[src/rtl/rom_arbiter_if.sv]
// Client-side bus of rom_arbiter: two request/address pairs in, grants, read strobes and data out.
// The slave modport is the arbiter's view; the master modport is the clients' view.
interface rom_arbiter_if #(
   parameter int Width = 8,
   parameter int Depth = 5
);
   logic             req0_i;
   logic             req1_i;
   logic [Depth-1:0] addr0_i;
   logic [Depth-1:0] addr1_i;
   logic             gnt0_o;
   logic             gnt1_o;
   logic             rvalid0_o;
   logic             rvalid1_o;
   logic [Width-1:0] rdata_o;
   logic             busy_o;

   modport slave (
      input  req0_i, req1_i, addr0_i, addr1_i,
      output gnt0_o, gnt1_o, rvalid0_o, rvalid1_o, rdata_o, busy_o
   );

   modport master (
      output req0_i, req1_i, addr0_i, addr1_i,
      input  gnt0_o, gnt1_o, rvalid0_o, rvalid1_o, rdata_o, busy_o
   );
endinterface

[src/rtl/rom_arbiter.sv]
// Two-client round-robin arbiter that sequences chip-select, output-enable and address
// for an asynchronous-read ROM, returning each word with a one-cycle valid strobe.
module rom_arbiter #(
   parameter int Width = 8,
   parameter int Depth = 5
) (
   input  logic             clk_i,
   input  logic             rst_i,
   rom_arbiter_if.slave     bus,
   output logic             rom_cs_no,
   output logic             rom_oe_o,
   output logic [Depth-1:0] rom_addr_o,
   input  logic [Width-1:0] rom_data_i
);

   localparam logic [1:0] ST_IDLE  = 2'd0;
   localparam logic [1:0] ST_SETUP = 2'd1;
   localparam logic [1:0] ST_READ  = 2'd2;
   localparam logic [1:0] ST_DONE  = 2'd3;

   logic [1:0]       state_q, state_d;
   logic             owner_q, owner_d;   // 0: client 0 owns the ROM, 1: client 1
   logic             ptr_q,   ptr_d;     // client favoured when both request
   logic [Depth-1:0] addr_q,  addr_d;
   logic [Width-1:0] rdata_q, rdata_d;
   logic             winner;

   // Both requesting: the pointer decides; otherwise whichever one is asking.
   assign winner = (bus.req0_i && bus.req1_i) ? ptr_q : bus.req1_i;

   always_comb begin
      // NOTE: every _d gets its hold value first, so no path through the case leaves
      // a signal unassigned and no latch is inferred.
      state_d = state_q;
      owner_d = owner_q;
      ptr_d   = ptr_q;
      addr_d  = addr_q;
      rdata_d = rdata_q;
      case (state_q)
         ST_IDLE: begin
            if (bus.req0_i || bus.req1_i) begin
               owner_d = winner;
               addr_d  = winner ? bus.addr1_i : bus.addr0_i;
               state_d = ST_SETUP;
            end
         end
         ST_SETUP: state_d = ST_READ;
         ST_READ: begin
            rdata_d = rom_data_i;
            state_d = ST_DONE;
         end
         ST_DONE: begin
            ptr_d   = ~owner_q;
            state_d = ST_IDLE;
         end
         default: state_d = ST_IDLE;
      endcase
   end

   always_ff @(posedge clk_i) begin
      // NOTE: non-blocking assignments so every register samples the pre-edge values,
      // independent of statement order.
      if (rst_i) begin
         state_q <= ST_IDLE;
         owner_q <= 1'b0;
         ptr_q   <= 1'b0;
         addr_q  <= '0;
         rdata_q <= '0;
      end else begin
         state_q <= state_d;
         owner_q <= owner_d;
         ptr_q   <= ptr_d;
         addr_q  <= addr_d;
         rdata_q <= rdata_d;
      end
   end

   // Outputs decode registered state only; requests never reach a pin combinationally.
   assign bus.busy_o    = (state_q != ST_IDLE);
   assign bus.gnt0_o    = (state_q != ST_IDLE) && !owner_q;
   assign bus.gnt1_o    = (state_q != ST_IDLE) &&  owner_q;
   assign bus.rvalid0_o = (state_q == ST_DONE) && !owner_q;
   assign bus.rvalid1_o = (state_q == ST_DONE) &&  owner_q;
   assign bus.rdata_o   = rdata_q;

   assign rom_cs_no  = !((state_q == ST_SETUP) || (state_q == ST_READ));
   assign rom_oe_o   = (state_q == ST_READ);
   assign rom_addr_o = addr_q;

endmodule

[src/flat_wrapper.sv]
// flat-port wrapper written by rule: the top's interface ports become plain ports
module rom_arbiter_flat 
#(
   parameter int Width = 8,
   parameter int Depth = 5
)
  (clk_i, rst_i, rom_cs_no, rom_oe_o, rom_addr_o, rom_data_i, bus_req0_i, bus_req1_i, bus_addr0_i, bus_addr1_i, bus_gnt0_o, bus_gnt1_o, bus_rvalid0_o, bus_rvalid1_o, bus_rdata_o, bus_busy_o);
  rom_arbiter_if #(.Width(Width), .Depth(Depth)) bus_i ();
  input  logic clk_i;
  input  logic rst_i;
  output logic rom_cs_no;
  output logic rom_oe_o;
  output logic [Depth-1:0] rom_addr_o;
  input  logic [Width-1:0] rom_data_i;
  input wire logic [$bits(bus_i.req0_i)-1:0] bus_req0_i;
  input wire logic [$bits(bus_i.req1_i)-1:0] bus_req1_i;
  input wire logic [$bits(bus_i.addr0_i)-1:0] bus_addr0_i;
  input wire logic [$bits(bus_i.addr1_i)-1:0] bus_addr1_i;
  output wire logic [$bits(bus_i.gnt0_o)-1:0] bus_gnt0_o;
  output wire logic [$bits(bus_i.gnt1_o)-1:0] bus_gnt1_o;
  output wire logic [$bits(bus_i.rvalid0_o)-1:0] bus_rvalid0_o;
  output wire logic [$bits(bus_i.rvalid1_o)-1:0] bus_rvalid1_o;
  output wire logic [$bits(bus_i.rdata_o)-1:0] bus_rdata_o;
  output wire logic [$bits(bus_i.busy_o)-1:0] bus_busy_o;
  assign bus_i.req0_i = bus_req0_i;
  assign bus_i.req1_i = bus_req1_i;
  assign bus_i.addr0_i = bus_addr0_i;
  assign bus_i.addr1_i = bus_addr1_i;
  assign bus_gnt0_o = bus_i.gnt0_o;
  assign bus_gnt1_o = bus_i.gnt1_o;
  assign bus_rvalid0_o = bus_i.rvalid0_o;
  assign bus_rvalid1_o = bus_i.rvalid1_o;
  assign bus_rdata_o = bus_i.rdata_o;
  assign bus_busy_o = bus_i.busy_o;
  rom_arbiter #(.Width(Width), .Depth(Depth)) u_core (.clk_i(clk_i), .rst_i(rst_i), .bus(bus_i), .rom_cs_no(rom_cs_no), .rom_oe_o(rom_oe_o), .rom_addr_o(rom_addr_o), .rom_data_i(rom_data_i));
endmodule
[config.mk]
export PLATFORM = sky130hd
export DESIGN_NAME = rom_arbiter_flat
export DESIGN_NICKNAME = d
export VERILOG_FILES = /design/src/rtl/rom_arbiter_if.sv /design/src/rtl/rom_arbiter.sv /design/src/flat_wrapper.sv
export SDC_FILE = /design/constraint.sdc
export NUM_CORES = 1
export LEC_CHECK = 0
export ABC_AREA = 1
export CAP_MARGIN = 10
export CORE_UTILIZATION = 38
export CTS_CLUSTER_SIZE = 25
export DETAILED_ROUTE_END_ITERATION = 12
export PLACE_DENSITY = 0.83
export SLEW_MARGIN = 20
export SYNTH_ARGS = -nofsm -noshare
export SYNTH_HDL_FRONTEND = slang
export SYNTH_SLANG_ARGS = --single-unit
[constraint.sdc]
create_clock -name clk_i -period 1.28 [get_ports clk_i]
set_input_delay 0.192 -clock clk_i [delete_from_list [all_inputs] [get_ports clk_i]]
set_output_delay 0.192 -clock clk_i [all_outputs]
set_load 0.1 [all_outputs]
==> metrics.txt <==
row count=16; post-route setup slack=-0.142 ns; Mapped Area=793 um^2; RSZ-0062 raised after global routing=true; Mapped Cells=111; maximum buffer depth of the clock tree=2; r2r endpoint=u_core.rom_addr_o[1]; Max-Cap Viols=0; Fin. Hold Viols=0; vias per cell=5.08; worst-margin pin slew=0.297 ns; Clk Tree Root Cell=clkbuf_4; Sink Count=17; drt total wl=2830 um; Yosys top cell by area=dfxtp_1; Reg clk slew, reported paths=0.10 ns; Chip Width=47.7 um; largest net degree at the start of global routing=11; Hold Crit Class=primary input to register; I/O Buffers=41; H-tree level count=1; Setup violations, final=12; post-synthesis area per instance=7.15 um^2; failing checks=setup timing; GRT Overall Usage=23.6%; Net count, final=191; Worst Path Required=1.09 ns; vias=976; Worst R2R Start=u_core.state_q[1]; Final HPWL DP=1830 um; relative slew slack=80.1%; CP Launch Point=u_core.state_q[1]; Final Max Tran Viols=0; CP Class=register to primary output; Fin Clk Skew=0.00888 ns; Initial DRC Count=21; Die Y=47.7 um; Worst Setup Start Kind=register; share of cells above drive strength 1=40.6%; crit path capture type=primary output; CTS tree=done; period utilization=111%; CP Capture Point=rom_cs_no; clock latency on the worst-skew pair=0.29 ns; cts hold-fix bufs=0; initial antenna violation count=0; Fillers=104; flop2flop setup slack=-0.04 ns; status=complete, but fails checks; Max Freq=703 MHz; Synth warnings=0; #FFs+latches synth=17; IO Count=42; Area growth syn-to-layout=109%; die area=2270 um^2; total gr overflow=0; Synth top area share=42.9%; sequential area share after synthesis=42.9%; syn nets=136; reg2reg path depth=8; synth unique cells=16; worst-path fanout max=4; routability cong.=0.769; initial core utilization=40.4%; largest cells by area after synthesis=dfxtp_1 (43%), inv_1 (9.0%), nor2_1 (9.0%), nand3_1 (7.6%), nand2_1 (6.6%); WP data arrival=1.23 ns; minimum clock period=1.42 ns; setup_tns=-0.842 ns; Routed WL per cell=14.8 um; CTS buffer count=3; Routed Antenna Nets=0; drt pass-1 iters=4; DRC=0; vias in the first global route=859; Ant. Diodes=0; first-pass GRT wire length=3780 um; CORE AREA=1960 um^2
## timing repair
item,in CTS,in global routing
gates resized for setup,4,16
endpoints found under the setup margin,7,12
pin swaps,3,8
buffers inserted,4,4
## stage by stage
stage	std cells	setup WS (ns)	area [um^2]	hold slack [ns]	utilization, %
2_1_floorplan	111	-0.140	853	0.327	-
3_3_place_gp	180	-0.0423	1500	0.481	76.7
3_5_place_dp	180	-0.124	1500	0.497	76.7
4_1_cts	188	-0.150	1570	0.492	79.8
5_1_grt	192	-0.189	1660	0.479	84.4
6_report	192	-0.142	1660	0.492	84.4
## logic make-up after synthesis
| kind of cell | count (synthesis) | synth area share, % |
|---|---|---|
| simple gates | 49 | 27.6 |
| buf+inv | 23 | 12.0 |
| compound gates | 19 | 12.8 |
| flops | 17 | 42.9 |
| fa+ha+maj | 3 | 4.73 |
## cell usage after synthesis, drive strengths merged
cell type,number
dfxtp,17
inv,21
a211oi,1
buf,2
nand2,16
o21ai,10
a21oi,8
nand3,12
ha,3
nor2,21
## cell usage in the layout, fill, tap and decap left out, drive strengths merged
| cell type | instances |
|---|---|
| clkbuf | 4 |
| a211oi | 1 |
| nand2 | 16 |
| a21oi | 8 |
| clkinvlp | 2 |
| o21ai | 10 |
| nor2 | 21 |
| inv | 19 |
| buf | 31 |
| clkdlybuf4s50 | 21 |
| dfxtp | 17 |
| ha | 3 |
| nand3 | 12 |
## flip-flops by register name, summed over array words and instances, names as in the netlist
signal and count:
u_core.bus.rdata_o 8, u_core.owner_q 1, u_core.ptr_q 1, u_core.rom_addr_o 5
u_core.state_q 2
## worst min path at each step
stage | from | endpoint | slack (ns) | cells past startpoint
3_3_place_gp | u_core.ptr_q | u_core.ptr_q | 0.48 | 2
2_1_floorplan | rom_data_i[0] | u_core.bus.rdata_o[0] | 0.33 | 2
5_1_grt | rom_data_i[1] | u_core.bus.rdata_o[1] | 0.48 | 3
4_1_cts | u_core.state_q[0] | u_core.state_q[0] | 0.49 | 2
6_report | rom_data_i[1] | u_core.bus.rdata_o[1] | 0.49 | 3
3_5_place_dp | u_core.ptr_q | u_core.ptr_q | 0.50 | 2
## critical path, stage by stage, from the launching register on
cell and delay [ns]:
dfxtp_4 0.38, inv_2 0.05, ha_4 0.27, clkinvlp_4 0.08, buf_12 0.17
## layer usage
metal | wire [um] | part of all wire (%) | track usage, %
met5 | 0 | 0 | 0
met4 | 130 | 4.6 | 7.78
met3 | 155 | 5.5 | 3.77
met2 | 1550 | 55 | 44.6
met1 | 994 | 35 | 26.5
## area by class of cell
class / instances / area [um^2] / area share, %
clock buffer: 4 / 26.3 / 1.59
sequential: 17 / 355 / 21.5
timing repair buffer: 52 / 701 / 42.3
tap: 27 / 33.8 / 2.04
multi-input combinational: 71 / 440 / 26.6
inverter: 21 / 98.8 / 5.97
Power is left out: the tool's default activity adds up to more than one toggle a clock period on the data nets, which glitch-free logic cannot reach.
